[src/rtl/exec_pkg.sv]
// exec_pkg: shared widths, opcode encoding and FSM states for the execute/writeback stage.
package exec_pkg;
   localparam int EXEC_DATA_W    = 8;
   localparam int EXEC_ADDR_W    = 3;
   localparam int EXEC_MUL_STEPS = 8;
   typedef enum logic [2:0] {
      OP_ADD  = 3'b000,
      OP_SUB  = 3'b001,
      OP_AND  = 3'b010,
      OP_OR   = 3'b011,
      OP_XOR  = 3'b100,
      OP_SLTU = 3'b101,
      OP_MUL  = 3'b110,
      OP_NOP  = 3'b111
   } op_e;
   typedef enum logic [1:0] {
      S_IDLE = 2'd0,
      S_OPND = 2'd1,
      S_MUL  = 2'd2,
      S_WB   = 2'd3
   } state_e;
endpackage

[src/rtl/mul_shift_add.sv]
// mul_shift_add: iterative shift-add multiplier, one partial product per cycle.
// done/product are combinational in the final step so the caller can register the result directly.
module mul_shift_add #(
   parameter int W     = 8,
   parameter int STEPS = 8
) (
   input  logic         clk,
   input  logic         rst_n,
   input  logic         start,
   input  logic [W-1:0] a,
   input  logic [W-1:0] b,
   output logic         done,
   output logic [W-1:0] product
);
   localparam int CW = STEPS > 1 ? $clog2(STEPS) : 1;
   logic [W-1:0] a_q, a_d, b_q, b_d, acc_q, acc_d, step;
   logic [CW-1:0] cnt_q, cnt_d;
   logic run_q, run_d;
   always_comb begin
      step    = b_q[cnt_q] ? a_q << cnt_q : '0;
      product = acc_q + step;
      done    = run_q && cnt_q == CW'(STEPS - 1);
      a_d     = start ? a : a_q;
      b_d     = start ? b : b_q;
      acc_d   = start ? '0 : run_q ? product : acc_q;
      cnt_d   = start ? '0 : run_q ? cnt_q + 1'b1 : cnt_q;
      run_d   = start | (run_q & ~done);
   end
   always_ff @(posedge clk) begin
      if (!rst_n) begin
         a_q   <= '0;
         b_q   <= '0;
         acc_q <= '0;
         cnt_q <= '0;
         run_q <= 1'b0;
      end else begin
         a_q   <= a_d;
         b_q   <= b_d;
         acc_q <= acc_d;
         cnt_q <= cnt_d;
         run_q <= run_d;
      end
   end
endmodule

[src/rtl/exec_writeback_stage.sv]
// exec_writeback_stage: execute/writeback stage writing results back into the 8x3 register file.
// Define EXEC_MUL_EN to build in MUL; without it op 110 only pulses ILLEGAL_OP.
module exec_writeback_stage
   import exec_pkg::*;
#(
   parameter int DATA_W    = EXEC_DATA_W,
   parameter int ADDR_W    = EXEC_ADDR_W,
   parameter int MUL_STEPS = EXEC_MUL_STEPS
) (
   input  logic              clk,
   input  logic              rst_n,
   input  logic              ISSUE_VALID,
   input  logic [2:0]        ISSUE_OP,
   input  logic [ADDR_W-1:0] ISSUE_DEST,
   input  logic [DATA_W-1:0] R1_DATA,
   input  logic [DATA_W-1:0] R2_DATA,
   output logic [ADDR_W-1:0] W_ADDR,
   output logic [DATA_W-1:0] W_DATA,
   output logic              W_ENABLE,
   output logic              BUSY,
   output logic              ZERO,
   output logic              CARRY,
   output logic              ILLEGAL_OP
);
   state_e state_q, state_d;
   logic [2:0] op_q, op_d;
   logic [ADDR_W-1:0] dest_q, dest_d, w_addr_q, w_addr_d;
   logic [DATA_W-1:0] w_data_q, w_data_d, alu_res;
   logic [DATA_W:0] sum, diff;
   logic w_en_q, w_en_d, zero_q, zero_d, carry_q, carry_d, illegal_q, illegal_d;
`ifdef EXEC_MUL_EN
   logic mul_start, mul_done;
   logic [DATA_W-1:0] mul_prod;
   mul_shift_add #(.W(DATA_W), .STEPS(MUL_STEPS)) u_mul (
      .clk     (clk),
      .rst_n   (rst_n),
      .start   (mul_start),
      .a       (R1_DATA),
      .b       (R2_DATA),
      .done    (mul_done),
      .product (mul_prod)
   );
`endif
   always_comb begin
      sum       = {1'b0, R1_DATA} + {1'b0, R2_DATA};
      diff      = {1'b0, R1_DATA} - {1'b0, R2_DATA};
      alu_res   = op_q == OP_ADD ? sum[DATA_W-1:0] :
                  op_q == OP_SUB ? diff[DATA_W-1:0] :
                  op_q == OP_AND ? R1_DATA & R2_DATA :
                  op_q == OP_OR  ? R1_DATA | R2_DATA :
                  op_q == OP_XOR ? R1_DATA ^ R2_DATA : DATA_W'(diff[DATA_W]);
      state_d   = state_q;
      op_d      = op_q;
      dest_d    = dest_q;
      w_en_d    = 1'b0;
      w_addr_d  = w_addr_q;
      w_data_d  = w_data_q;
      zero_d    = zero_q;
      carry_d   = carry_q;
      illegal_d = 1'b0;
`ifdef EXEC_MUL_EN
      mul_start = 1'b0;
`endif
      case (state_q)
         S_IDLE: if (ISSUE_VALID) begin
            op_d    = ISSUE_OP;
            dest_d  = ISSUE_DEST;
            state_d = S_OPND;
`ifndef EXEC_MUL_EN
            illegal_d = ISSUE_OP == OP_MUL;
`endif
         end
         S_OPND: if (op_q == OP_NOP) begin
            state_d = S_IDLE;
         end else if (op_q == OP_MUL) begin
`ifdef EXEC_MUL_EN
            mul_start = 1'b1;
            state_d   = S_MUL;
`else
            state_d   = S_IDLE;
`endif
         end else begin
            w_en_d   = 1'b1;
            w_addr_d = dest_q;
            w_data_d = alu_res;
            zero_d   = alu_res == '0;
            carry_d  = op_q == OP_ADD ? sum[DATA_W] : op_q == OP_SUB ? diff[DATA_W] : carry_q;
            state_d  = S_WB;
         end
`ifdef EXEC_MUL_EN
         S_MUL: if (mul_done) begin
            w_en_d   = 1'b1;
            w_addr_d = dest_q;
            w_data_d = mul_prod;
            zero_d   = mul_prod == '0;
            state_d  = S_WB;
         end
`endif
         default: state_d = S_IDLE;
      endcase
   end
   always_ff @(posedge clk) begin
      if (!rst_n) begin
         state_q   <= S_IDLE;
         op_q      <= '0;
         dest_q    <= '0;
         w_en_q    <= 1'b0;
         w_addr_q  <= '0;
         w_data_q  <= '0;
         zero_q    <= 1'b0;
         carry_q   <= 1'b0;
         illegal_q <= 1'b0;
      end else begin
         state_q   <= state_d;
         op_q      <= op_d;
         dest_q    <= dest_d;
         w_en_q    <= w_en_d;
         w_addr_q  <= w_addr_d;
         w_data_q  <= w_data_d;
         zero_q    <= zero_d;
         carry_q   <= carry_d;
         illegal_q <= illegal_d;
      end
   end
   assign W_ADDR     = w_addr_q;
   assign W_DATA     = w_data_q;
   assign W_ENABLE   = w_en_q;
   assign BUSY       = state_q != S_IDLE;
   assign ZERO       = zero_q;
   assign CARRY      = carry_q;
   assign ILLEGAL_OP = illegal_q;
endmodule
[config.mk]
export PLATFORM = sky130hd
export DESIGN_NAME = exec_writeback_stage
export DESIGN_NICKNAME = d
export VERILOG_FILES = /design/src/rtl/exec_pkg.sv /design/src/rtl/mul_shift_add.sv /design/src/rtl/exec_writeback_stage.sv
export SDC_FILE = /design/constraint.sdc
export NUM_CORES = 1
export LEC_CHECK = 0
export CORE_MARGIN = 8
export CORE_UTILIZATION = 45
export CTS_BUF_LIST = sky130_fd_sc_hd__clkbuf_8
export DETAILED_ROUTE_END_ITERATION = 10
export PLACE_DENSITY = 0.76
export SLEW_MARGIN = 20
export SYNTH_ARGS = -nofsm -noshare
export SYNTH_HDL_FRONTEND = slang
export SYNTH_SLANG_ARGS = --single-unit
[constraint.sdc]
create_clock -name clk -period 3.33 [get_ports clk]
set_input_delay 0.666 -clock clk [delete_from_list [all_inputs] [get_ports clk]]
set_output_delay 0.666 -clock clk [all_outputs]
set_load 0.02 [all_outputs]
### Word level (Yosys, flattened, before mapping)

Cells that the tools add are included.

* input bits: 25
* word-level logic and storage cells: 49
* memory bits (writable): 0
* memories kept: 0
* latch bits: 0
* bits in registers: 23
* output and inout port bits: 16
* ROM bits: 0

* bitwise gates (word level): 7
* divide/modulo/power cells: 0
* eq/ne operators: 9
* multiplexer cells: 12
* reduce and logical (&&, ||, !) cells: 10
* add/subtract/negate cells: 2
* shift-type cells: 0
* multipliers: 0
* order comparisons: 0

Operator list (count)
* $mux 8: 5
* $eq 3x3->1 const B: 4
* $add 8x8->9: 1
* $sub 8x8->9: 1
* $and 8x8->8: 1
* $logic_not 8->1: 1
* $or 8x8->8: 1
* $xor 8x8->8: 1
* $eq 3x2->1 const B: 2
* $mux 2: 3
* $reduce_and 3->1: 2
* $not 1->1: 4
* $pmux 2 s2: 1
* $reduce_and 4->1: 1
* $reduce_bool 2->1: 2
* $eq 3x1->1 const B: 1
* $logic_not 3->1: 1
* $mux 1: 3
* $reduce_or 3->1: 1
* $eq 2x1->1 const B: 1
* $logic_not 2->1: 1
* $ne 2x2->1 const B: 1
* $reduce_and 2->1: 1

### Longest topological paths before layout

* depth after elaboration: 7
* depth in mapped cells: 11

### Worst setup path after synthesis

Ideal clock, no wire load.

* kind: in2reg
* from: input R1_DATA[0]
* to: register zero_q (netlist: ZERO)
* arrival: 2.448 ns
* path slack: 0.797 ns
* buffers on the path: 0
* stages on the path: 11
* setup time: 0.084 ns
* data required time: 3.246 ns
* cells stage by stage: inv_1 -> ha_1 -> inv_1 -> fa_1 -> nor2b_4 -> o211ai_1 -> mux2i_1 -> nor2_1 -> o32ai_1 -> nand3b_1 -> o31ai_2

* longest elaborated chain between the ends: 7

Ends and longest elaborated chain
* from (decl): RTL line exec_writeback_stage.sv:15 `input logic [DATA_W-1:0] R1_DATA,`
* $sub 8x8->9 or $xor 8x8->8 (tied branches): RTL line exec_writeback_stage.sv:46, exec_writeback_stage.sv:51
* $mux 8: RTL line exec_writeback_stage.sv:51 `op_q == OP_XOR ? R1_DATA ^ R2_DATA : DATA_W'(diff[DATA_W]);`
* $mux 8: RTL line exec_writeback_stage.sv:50 `op_q == OP_OR ? R1_DATA | R2_DATA :`
* $mux 8: RTL line exec_writeback_stage.sv:49 `op_q == OP_AND ? R1_DATA & R2_DATA :`
* $mux 8: RTL line exec_writeback_stage.sv:48 `op_q == OP_SUB ? diff[DATA_W-1:0] :`
* $mux 8 *: RTL line exec_writeback_stage.sv:47 `alu_res = op_q == OP_ADD ? sum[DATA_W-1:0] :`
* $logic_not 8->1 *: RTL line exec_writeback_stage.sv:86 `zero_d = alu_res == '0;`
* to (signal assigned): RTL line exec_writeback_stage.sv:120 `zero_q <= zero_d;`
* to (decl): RTL line exec_writeback_stage.sv:30 `logic w_en_q, w_en_d, zero_q, zero_d, carry_q, carry_d, illegal_q, illegal_d;`

Every way passes the cells marked *; elsewhere a longest branch is shown, timed or not.
A chain may end at the register's enable or synchronous reset.

### Worst setup path in the final report

* from: input R2_DATA[0]
* to: register zero_q (netlist: ZERO)

* longest elaborated chain between the ends: 7

Ends and longest elaborated chain
* from (decl): RTL line exec_writeback_stage.sv:16 `input logic [DATA_W-1:0] R2_DATA,`
* $sub 8x8->9 or $xor 8x8->8 (tied branches): RTL line exec_writeback_stage.sv:46, exec_writeback_stage.sv:51
* $mux 8: RTL line exec_writeback_stage.sv:51
* $mux 8: RTL line exec_writeback_stage.sv:50
* $mux 8: RTL line exec_writeback_stage.sv:49
* $mux 8: RTL line exec_writeback_stage.sv:48
* $mux 8 *: RTL line exec_writeback_stage.sv:47
* $logic_not 8->1 *: RTL line exec_writeback_stage.sv:86

Marks and branches as above.

==> flow_summary.toml <==
[synthesis]
netlist_area_mm2 = 0.00209
syn_inst = 262
synth_warnings = 0
synth_cell_types = 57
ys_async_sr_fraction = 0
ys_ff_latch = 23
syn-num-nets = 313
ys_seq_area_frac = 0.220
synth_edf_count = 0
synth_flop_cell = "dfxtp_1"
syn_area_per_cell_um2 = 7.98

[global_routing]
overflow = 0
grt_usage = 0.146
grt_max_degree = 29
grt_pass1_wl_mm = 8.81
grt_pass1_vias = 1849
antenna_found_initial = 0

[floorplanning]
rows = 25
initial_core_util = 0.455
die_y_um = 84.2
coreArea_mm2 = 0.00460
boundaryPins = 41
fp.dieW_um = 84.2
dieArea_mm2 = 0.00708

[critical_path]
cp_max_fo = 4
required_ns = 3.51
criticalPathCategory = "input port to flop"
crit_path_end_kind = "flop"
start_kind = "input port"
cp.arrival_ns = 3.15

[cells_and_area]
drive_above_1_share = 0.0646
final_cell_mix = "40 x clkdlybuf4s50_1, 30 x inv_1, 24 x ha_1"
num_antenna_cells = 0
finalNonFillerCells = 348
final_util = 0.551
final_common_cell = "clkdlybuf4s50_1"
area_delta_synth_final_pct = 21.2
nets = 346

[clock_tree]
cts.sinks = 23
cts_root_buf = "clkbuf_8"
cts.clk_slew.worst_paths_ns = 0.08
cts_htree_levels = 1
cts_buffer_depth = 2
cts_resized = 0
cts_hold_buffers = 0
cts_tree = "built"
clk_latency_ns = 0.27
cts_buffers = 3
post_cts_buffers = 0

[drt]
detail-route-antenna-nets = 0
vias_per_cell = 5.47
wire_per_inst_um = 14.6
drtPass1Iterations = 4
drt_iter0_drc = 125
drcViolationCount = 0
dr_total_vias = 1902
wl_mm = 5.08

[sta]
slew_violations = 0
fin_ws_ns = 0.360
post-route-min-period_ns = 2.97
max_slew.worst_pin.slew_ns = 1.01
fmax_mhz = 337
final-setup-viol-count = 0
slew_headroom = 0.329
hold_viol = 0
rsz0062_at_grt = "false"
finClkSkew_ns = 0.00336
fin_crit_sh = 0.892
tns_ns = 0
holdWs_ns = 0.468

[pwr]
irDropWorstVdd_v = 0.000175
powerDensity_mw_per_mm2 = 355
leakagePower_nw = 1.09

[run]
drv_cap = 0

[status]
status = "finished clean"

[placed_design]
dp_cells = 344
dp_hpwl_mm = 4.01
gp_congestion = 0.908
io_buffers = 40
dp_slack_ns = 0.102

[worst_hold_path]
hold_class = "flop to flop"
synth_stat cells (3+ instances only):
cell / count / area, um2
o21ai_1: 3 / 15.0
nand2_1: 22 / 82.6
nor2b_1: 10 / 62.6
and2_1: 5 / 31.3
xnor2_1: 4 / 35.0
buf_2: 5 / 25.0
a21oi_1: 16 / 80.1
nor3_1: 3 / 15.0
nor2_2: 3 / 18.8
nand2b_1: 8 / 50.1
o211ai_1: 3 / 22.5
inv_1: 30 / 113
clkbuf_1: 4 / 15.0
nor2_1: 20 / 75.1
dfxtp_1: 23 / 460
a22oi_1: 7 / 52.6
mux2i_1: 9 / 90.1
o21bai_1: 3 / 22.5
ha_1: 24 / 300
o22ai_1: 4 / 25.0
o21ai_0: 7 / 35.0
a21boi_0: 3 / 22.5
area by class of cell:
class                   count  area [um2]
fillers                   419        2060
clock buffers               3        41.3
multi-input cells         195        1440
clock inverters             1        5.00
inverters                  31         116
well taps                  54        67.6
flip-flops and latches     23         460
repair buffers             41         408
flip-flops by register name, indices dropped and copies added (netlist names):
register,flops
CARRY,1
ILLEGAL_OP,1
W_DATA,8
W_ENABLE,1
ZERO,1
op_q,3
W_ADDR,3
dest_q,3
state_q,2
metrics by stage:
step | instance area, um2 | power, W
floorplan | 2090 | 0.000604
global placement | 2490 | 0.000725
detailed placement | 2490 | 0.000730
CTS | 2530 | 0.000905
global route | 2530 | 0.000966
finish | 2530 | 0.000901
power breakdown:
group / switching [W] / internal [W] / leakage [nW]
combinational: 0.000216 / 0.000182 / 0.880
clock: 0.0000922 / 0.0000837 / 0.0255
sequential: 0.0000257 / 0.000302 / 0.188
total: 0.000333 / 0.000568 / 1.09
cell families (layout without fill, tap and decap cells):
logic type | Yosys count | after routing | share of synthesized area
buffers and inverters | 44 | 76 | 0.0928
AO/OA/AOI/OAI | 70 | 70 | 0.243
multiplexers | 9 | 9 | 0.0431
flip-flops | 23 | 23 | 0.220
XOR/XNOR | 5 | 5 | 0.0209
AND/OR/NAND/NOR | 85 | 85 | 0.217
adder cells (fa/ha/maj) | 26 | 26 | 0.163
critical path: stages:
cell,delay [ns]
clkdlybuf4s50_1,0.51
ha_1,0.22
inv_1,0.07
fa_1,0.39
nor2b_4,0.16
o211ai_1,0.21
mux2i_1,0.21
nor2_1,0.06
o32ai_1,0.33
nand3b_1,0.13
o31ai_2,0.20
routing by layer:
layer,vias up,share of wire,wire (um),track usage
met5,-,0,0,0
met4,0,0.011,58,0.0440
met3,6,0.063,318,0.0281
met2,63,0.48,2410,0.239
met1,870,0.45,2290,0.187
li1,963,-,-,-
final timing paths:
check             start   endpoint  slack [ns]  cells after the start
max          R2_DATA[0]       ZERO        0.36                     11
min           W_ADDR[0]  W_ADDR[0]        0.47                      2
max reg2reg     op_q[0]       ZERO        1.02                      4
min reg2reg   W_ADDR[0]  W_ADDR[0]        0.47                      2
Note: power is estimated with default switching activity, not from simulation.
